**src/rtl/wb_pkg.sv**
```systemverilog
`default_nettype none
// +----------------------------------------------------------------------+
// | wb_pkg : shared widths and queue entry type for the write-back path   |
// | Rev 1.0                                                               |
// +----------------------------------------------------------------------+
package wb_pkg;
  localparam int DW           = 32;
  localparam int AW           = 5;
  localparam int WB_DEPTH_DEF = 4;

  typedef struct packed {
    logic          live;
    logic [AW-1:0] reg_idx;
    logic [DW-1:0] data;
  } wb_entry_t;
endpackage
`default_nettype wire

```
**src/rtl/wb_queue.sv**
```systemverilog
`default_nettype none
// +----------------------------------------------------------------------+
// | wb_queue : in-order load-result circular buffer with kill-by-register |
// | Rev 1.0                                                               |
// +----------------------------------------------------------------------+
module wb_queue
  import wb_pkg::*;
#(
  parameter int DEPTH = WB_DEPTH_DEF,
  localparam int PW = $clog2(DEPTH)
) (
  input  logic                    clk,
  input  logic                    rst,
  input  logic                    push,
  input  wb_entry_t               push_entry,
  input  logic                    pop,
  input  logic                    kill_en,
  input  logic [AW-1:0]           kill_reg,
  output logic                    full,
  output logic                    empty,
  output wb_entry_t               head,
  output wb_entry_t [DEPTH-1:0]   entries,
  output logic [PW-1:0]           head_ptr
);
  wb_entry_t [DEPTH-1:0] mem_q, mem_d;
  logic [PW-1:0]         head_q, head_d, tail_q, tail_d;
  logic [PW:0]           count_q, count_d;
  logic                  do_push, do_pop;

  assign full     = (count_q == (PW+1)'(DEPTH));
  assign empty    = (count_q == '0);
  assign do_push  = push && !full;
  assign do_pop   = pop && !empty;
  assign head     = mem_q[head_q];
  assign entries  = mem_q;
  assign head_ptr = head_q;

  // Kill first, then retire the head, then write the new tail: a load
  // accepted alongside a killing ALU write is younger and stays live.
  always_comb begin
    mem_d = mem_q;
    for (int i = 0; i < DEPTH; i++) begin
      if (kill_en && mem_q[i].reg_idx == kill_reg) mem_d[i].live = 1'b0;
    end
    if (do_pop)  mem_d[head_q].live = 1'b0;
    if (do_push) mem_d[tail_q] = push_entry;
    head_d  = do_pop  ? head_q + PW'(1) : head_q;
    tail_d  = do_push ? tail_q + PW'(1) : tail_q;
    count_d = count_q + (PW+1)'(do_push) - (PW+1)'(do_pop);
  end

  always_ff @(posedge clk or posedge rst) begin
    if (rst) begin
      mem_q   <= '0;
      head_q  <= '0;
      tail_q  <= '0;
      count_q <= '0;
    end else begin
      mem_q   <= mem_d;
      head_q  <= head_d;
      tail_q  <= tail_d;
      count_q <= count_d;
    end
  end
endmodule
`default_nettype wire

```
**src/rtl/wb_write_arbiter.sv**
```systemverilog
`default_nettype none
// +----------------------------------------------------------------------+
// | wb_write_arbiter : merges ALU and queued load results onto the single |
// | register-file write port. Forwarding search enabled by WB_FWD_EN.     |
// | Rev 1.0                                                               |
// +----------------------------------------------------------------------+
module wb_write_arbiter
  import wb_pkg::*;
#(
  parameter int DEPTH = WB_DEPTH_DEF,
  parameter int DW    = wb_pkg::DW,
  parameter int AW    = wb_pkg::AW
) (
  input  logic          clk,
  input  logic          rst,
  input  logic          alu_valid,
  input  logic [AW-1:0] alu_reg,
  input  logic [DW-1:0] alu_data,
  input  logic          ld_valid,
  output logic          ld_ready,
  input  logic [AW-1:0] ld_reg,
  input  logic [DW-1:0] ld_data,
  output logic          enwrite,
  output logic [AW-1:0] writereg,
  output logic [DW-1:0] writedata,
  input  logic [AW-1:0] fwd_reg1,
  input  logic [AW-1:0] fwd_reg2,
  output logic          fwd_hit1,
  output logic          fwd_hit2,
  output logic [DW-1:0] fwd_data1,
  output logic [DW-1:0] fwd_data2
);
  localparam int PW = $clog2(DEPTH);

  logic                  alu_issue, q_push, q_pop, q_full, q_empty;
  wb_entry_t             q_head, q_push_entry;
  wb_entry_t [DEPTH-1:0] q_entries;
  logic [PW-1:0]         q_head_ptr;
  logic                  enwrite_q, enwrite_d;
  logic [AW-1:0]         writereg_q, writereg_d;
  logic [DW-1:0]         writedata_q, writedata_d;

  assign alu_issue    = alu_valid && (alu_reg != '0);
  assign ld_ready     = !q_full;
  assign q_push       = ld_valid && !q_full && (ld_reg != '0);
  assign q_pop        = !alu_issue && !q_empty;
  assign q_push_entry = '{live: 1'b1, reg_idx: ld_reg, data: ld_data};

  wb_queue #(.DEPTH(DEPTH)) u_queue (
    .clk        (clk),
    .rst        (rst),
    .push       (q_push),
    .push_entry (q_push_entry),
    .pop        (q_pop),
    .kill_en    (alu_issue),
    .kill_reg   (alu_reg),
    .full       (q_full),
    .empty      (q_empty),
    .head       (q_head),
    .entries    (q_entries),
    .head_ptr   (q_head_ptr)
  );

  always_comb begin
    enwrite_d   = 1'b0;
    writereg_d  = '0;
    writedata_d = '0;
    if (alu_issue) begin
      enwrite_d   = 1'b1;
      writereg_d  = alu_reg;
      writedata_d = alu_data;
    end else if (!q_empty && q_head.live) begin
      enwrite_d   = 1'b1;
      writereg_d  = q_head.reg_idx;
      writedata_d = q_head.data;
    end
  end

  always_ff @(posedge clk or posedge rst) begin
    if (rst) begin
      enwrite_q   <= 1'b0;
      writereg_q  <= '0;
      writedata_q <= '0;
    end else begin
      enwrite_q   <= enwrite_d;
      writereg_q  <= writereg_d;
      writedata_q <= writedata_d;
    end
  end

  assign enwrite   = enwrite_q;
  assign writereg  = writereg_q;
  assign writedata = writedata_q;

`ifdef WB_FWD_EN
  // Walk from oldest to youngest so the last match wins.
  always_comb begin
    logic [PW-1:0] idx;
    fwd_hit1  = 1'b0;
    fwd_hit2  = 1'b0;
    fwd_data1 = '0;
    fwd_data2 = '0;
    idx       = '0;
    for (int i = 0; i < DEPTH; i++) begin
      idx = q_head_ptr + PW'(i);
      if (q_entries[idx].live && fwd_reg1 != '0 && q_entries[idx].reg_idx == fwd_reg1) begin
        fwd_hit1  = 1'b1;
        fwd_data1 = q_entries[idx].data;
      end
      if (q_entries[idx].live && fwd_reg2 != '0 && q_entries[idx].reg_idx == fwd_reg2) begin
        fwd_hit2  = 1'b1;
        fwd_data2 = q_entries[idx].data;
      end
    end
  end
`else
  logic fwd_unused;
  assign fwd_unused = ^{q_entries, q_head_ptr, fwd_reg1, fwd_reg2};
  assign fwd_hit1   = 1'b0;
  assign fwd_hit2   = 1'b0;
  assign fwd_data1  = '0;
  assign fwd_data2  = '0;
`endif
endmodule
`default_nettype wire

```
**config.mk**
```make
export PLATFORM = sky130hd
export DESIGN_NAME = wb_write_arbiter
export DESIGN_NICKNAME = d
export VERILOG_FILES = /design/src/rtl/wb_pkg.sv /design/src/rtl/wb_queue.sv /design/src/rtl/wb_write_arbiter.sv
export SDC_FILE = /design/constraint.sdc
export NUM_CORES = 1
export LEC_CHECK = 0
export CORE_MARGIN = 2
export CORE_UTILIZATION = 47
export CTS_CLUSTER_DIAMETER = 40
export DETAILED_ROUTE_END_ITERATION = 7
export PLACE_DENSITY = 0.77
export SYNTH_ARGS = -nofsm -noshare
export SYNTH_HDL_FRONTEND = slang
export SYNTH_SLANG_ARGS = --single-unit
export TNS_END_PERCENT = 1
```
**constraint.sdc**
```tcl
create_clock -name clk -period 6.7 [get_ports clk]
set_clock_uncertainty 0.15 [all_clocks]
set_input_delay 1.34 -clock clk [delete_from_list [all_inputs] [get_ports clk]]
set_output_delay 1.34 -clock clk [all_outputs]
set_load 0.03 [all_outputs]
```
# == Yosys cells after proc, flatten, opt, wreduce, memory -nomap -nowiden ==
# Cells that the tools add are included.
# totals
register_bits,197
latchBits,0
ram_bits,0
romBits,0
in_bits,88
out_inout_bits,105
mem_count,0
# classes
addsub,4
n_mul,0
div,0
magnitude_cmp,4
n_eq_ne,5
n_shift,0
n_mux,20
bitwise_logic,0
n_reduce_logical,19
# ops
op,count
152-bit bitwise mux,2
152-bit 2-to-1 mux,2
38-bit demux with 2-bit select,2
38-bit 2-to-1 mux,3
38-bit binary-select mux with 2-bit select,1
32-bit 2-to-1 mux,2
5-bit == test,4
1-bit logical AND,13
5-bit 2-to-1 mux,2
5-bit nonzero test,2
"2-bit by 3-bit less-than comparator with 1-bit output, second input constant",2
1-bit 2-to-1 mux,6
"2-bit by 1-bit adder with 2-bit output, second input constant",2
"2-bit by 1-bit greater-or-equal comparator with 1-bit output, second input constant",2
3-bit by 1-bit adder with 3-bit output,1
"3-bit == test, second input constant",1
1-bit logical NOT,3
3-bit logical NOT,1
3-bit by 1-bit subtractor with 3-bit output,1

# == Depth between registers and ports, before layout ==
# depth
ltp_word,8
mapped_depth,12
depth_no_buf,9

# == Hierarchy ==
# Synthesis repeated with hierarchy kept, for this count alone.
# hier_totals
cells_unflattened,675
area_unflattened_um2,9706.8
# modules_own_cells
mod,instances,cells_per_inst,area_per_inst_um2
wb_queue,1,441,7393.3
wb_write_arbiter,1,234,2313.5

# == Worst setup path after synthesis ==
# No wires, ideal clock.
# synth_timing
path_type,in2reg
startpoint,input port alu_reg[2]
endpoint,register u_queue.count_q[2]
setup_ns,0.124
arrival_ns,3.391
required_time_ns,6.426
setup_slack_ns,3.035
cell_stages,10
path_buffers,1
cell_sequence,buf_2 > or4_4 > o21ai_4 > nand2_1 > o21ai_0 > ha_1 > inv_1 > fa_1 > xnor2_1 > xnor2_1
# synth_via
elab_chain_len,6
# synth_rtl
item,line_no,source
start: declaration,wb_write_arbiter.sv:17,"input logic [AW-1:0] alu_reg,"
5-bit nonzero test,wb_write_arbiter.sv:43,assign alu_issue = alu_valid && (alu_reg != '0);
1-bit logical AND,wb_write_arbiter.sv:43,
1-bit logical NOT,wb_write_arbiter.sv:46,assign q_pop = !alu_issue && !q_empty;
1-bit logical AND,wb_write_arbiter.sv:46,
1-bit logical AND,wb_queue.sv:33,assign do_pop = pop && !empty;
3-bit by 1-bit subtractor with 3-bit output,wb_queue.sv:49,count_d = count_q + (PW+1)'(do_push) - (PW+1)'(do_pop);
via u_queue.count_d[2],wb_queue.sv:27,"logic [PW:0] count_q, count_d;"
end signal: assignment,wb_queue.sv:62,count_q <= count_d;
end: declaration,wb_queue.sv:27,
# The timed path passes the listed nets, and every way through them passes these cells.
# A chain may end at the register's enable or synchronous reset.

# == Worst setup path in the final report ==
# layout_timing
startpoint,input port alu_reg[1]
endpoint,register u_queue.count_q[2]
# Same word-level chain as after synthesis.

==> results.sh <==
export IMPL_dpl_cell_area_mm2=0.0106
export IMPL_required_ns=6.90
export IMPL_synthMuxAreaShare_pct=29.0
export IMPL_p_sw_share_pct=33.3
export IMPL_pin_count=193
export IMPL_cts_buffers=17
export IMPL_period_minus_slack_ns=3.95
export IMPL_routed_wl_met2_um=8810
export IMPL_yosys_area_share_simple_pct=3.27
export IMPL_core_area_mm2=0.0203
export IMPL_die_h_um=148
export IMPL_setup_worst_path_start_class="input port"
export IMPL_relSlewSlack_pct=42.9
export IMPL_grt_pass1_wl_um=30000
export IMPL_rsz0062_at_grt="no"
export IMPL_initial_core_util_pct=47.9
export IMPL_track_usage_pct=17.6
export IMPL_area_growth_pct=15.3
export IMPL_final_hold_viol_count=0
export IMPL_yosysWarnings=0
export IMPL_clk_path_buf_depth=2
export IMPL_topRoutingLayerUsed="met4"
export IMPL_grt_overflow=0
export IMPL_grt_pass1_vias=5452
export IMPL_drive_gt1_share_pct=29.6
export IMPL_synth_top_family_by_area="multiplexers"
export IMPL_dp_cells=1032
export IMPL_p_int_mw=3.62
export IMPL_n_antenna_cell=0
export IMPL_syn_avg_cell_area_um2=14.3
export IMPL_tns_ns=0
export IMPL_cts_repair_resized=0
export IMPL_synth_edf_count=0
export IMPL_pwr_share_seq_pct=39.0
export IMPL_synth_area_mm2=0.00972
export IMPL_fin_cells=1064
export IMPL_dr_total_vias=5360
export IMPL_arrival_ns=4.15
export IMPL_path_class="in2reg"
export IMPL_power_frac_comb_pct=42.4
export IMPL_min_path_type="reg2reg"
export IMPL_clk_pin_slew_ns=0.07
export IMPL_critPathMaxFanout=7
export IMPL_cts_root_buf="clkbuf_16"
export IMPL_die_x_um=148
export IMPL_mostFrequentLayoutCells="dfrtp_1 (195), clkdlybuf4s50_1 (116), mux2_4 (76), mux2_2 (73), conb_1 (66)"
export IMPL_routed_wl_met3_um=905
export IMPL_synth_cells=681
export IMPL_drc=0
export IMPL_stdcell_area_mm2=0.0112
export IMPL_rr_worst_depth=4
export IMPL_htree_num_levels=4
export IMPL_wl_met1_um=8560
export IMPL_synth_flop_cell="dfrtp_1"
export IMPL_synth_compound_area_share_pct=2.77
export IMPL_ys_seq_area_share_pct=50.7
export IMPL_synthArstFlopShare_pct=100
export IMPL_pwr_share_clk_pct=18.6
export IMPL_tightest_slew_ns=0.856
export IMPL_status="finished, final reports clean"
export IMPL_crit_path_end_kind="register"
export IMPL_grt_max_degree=109
export IMPL_p_leak_nw=5.19
export IMPL_setup_violations=0
export IMPL_yosysUniqueCellTypes=32
export IMPL_powerDensity_mw_per_mm2=484
export IMPL_layout_commonest_cell="dfrtp_1"
export IMPL_drtIter0Drc=179
export IMPL_num_nets_final=879
export IMPL_synth_xor_area_share_pct=2.16
export IMPL_finalMaxSlewViolations=0
export IMPL_io_buffers=116
export IMPL_wirelength_um=18500
export IMPL_first_pass_iters=4
export IMPL_post_cts_setup_buffers=0
export IMPL_timing_fmax_mhz=253
export IMPL_switching_power_mw=1.81
export IMPL_ys_ff_latch=197
export IMPL_vdd_drop_max_mv=0.222
export IMPL_clk_latency_ns=0.43
export IMPL_maxCapViolations=0
export IMPL_synthAdderAreaFrac_pct=1.36
export IMPL_hold_buffers=0
export IMPL_min_path_cells=1
export IMPL_vias_per_cell=5.04
export IMPL_cts_tree="built"
export IMPL_reg2reg_slack_ns=4.04
export IMPL_gp_congestion=0.748
export IMPL_hpwl_um=11100
export IMPL_drtAntennaViolNets=0
export IMPL_wl_per_cell_um=17.4
export IMPL_final_period_utilization_pct=58.9
export IMPL_clock_sinks=197
export IMPL_rows=52
export IMPL_grt_antenna_before_repair=0
export IMPL_fp_dieArea_mm2=0.0219
-- layer usage --
layer / GRT usage [%] / up-vias
li1: - / 2398
met1: 25.0 / 2772
met2: 28.1 / 176
met3: 3.36 / 14
met4: 4.90 / 0
met5: 0 / -
-- worst max-delay path, cell delays in order --
cell	delay, ns
clkdlybuf4s50_1	0.59
or4_4	0.63
o21ai_4	0.27
nand2_1	0.18
o21ai_0	0.19
ha_1	0.17
inv_1	0.06
fa_1	0.40
xnor2_1	0.18
xnor2_1	0.14
-- power groups by stage --
| stage | sequential [mW] | clock [mW] | combinational (mW) |
|---|---|---|---|
| finish | 2.12 | 1.01 | 2.30 |
| global route | 2.19 | 1.08 | 2.48 |
| CTS | 2.12 | 1.03 | 2.33 |
| detailed placement | 2.13 | 0 | 2.32 |
| global placement | 2.11 | 0 | 2.28 |
| floorplan | 2.19 | 0 | 1.77 |
-- cells in the mapped netlist, types with 9 or more instances --
cell type  instances  area, um^2
xnor2_1           16         140
inv_1             44         165
nand2_1           46         173
buf_4             70         526
ha_1               9         113
buf_12            12         240
clkbuf_1          10        37.5
mux4_2            38         856
mux2_2            73         822
mux2_4            76        1140
dfrtp_1          197        4930
o21ai_0           45         225
-- stage by stage --
| step | worst slack [ns] | power, mW | hold slack (ns) | util, % |
|---|---|---|---|---|
| after global placement | 2.37 | 4.38 | 0.333 | 52.4 |
| after global routing | 2.57 | 5.76 | 0.363 | 55.2 |
| final | 2.75 | 5.42 | 0.354 | 55.2 |
| after detailed placement | 2.34 | 4.45 | 0.338 | 52.4 |
| after CTS | 2.78 | 5.47 | 0.355 | 55.2 |
| after floorplan | 2.66 | 3.96 | 0.324 | - |
-- layout make-up --
type,count,area [um^2]
clock buffers,17,425
clock inverters,15,148
fillers,1630,9090
inverters,44,169
multi-input cells,401,4000
flip-flops and latches,197,4930
well taps,270,338
repair buffers,120,1200
-- sequential cells by signal (all words and copies together) (netlist names) --
signal            cells
enwrite               1
u_queue.count_q       3
u_queue.entries     152
u_queue.head_ptr      2
u_queue.tail_q        2
writedata            32
writereg              5
-- kinds of logic (layout without fill, tap and decap cells) --
logic type,count (synthesis),in the layout
other cells,1,66
mux,187,187
simple gates,64,64
buf+inv,148,196
compound gates,50,50
flops,197,197
fa+ha+maj,10,10
xor+xnor,24,24
-- path summary, 6_finish.rpt --
check	start	endpoint
max	alu_reg[1]	u_queue.count_q[2]
min	u_queue.entries[19]	u_queue.entries[19]
max reg2reg	u_queue.count_q[1]	u_queue.entries[90]
min reg2reg	u_queue.entries[19]	u_queue.entries[19]
max in group asynchronous	rst	u_queue.entries[10]
min in group asynchronous	rst	u_queue.entries[63]
(Power assumes the default switching activity.)
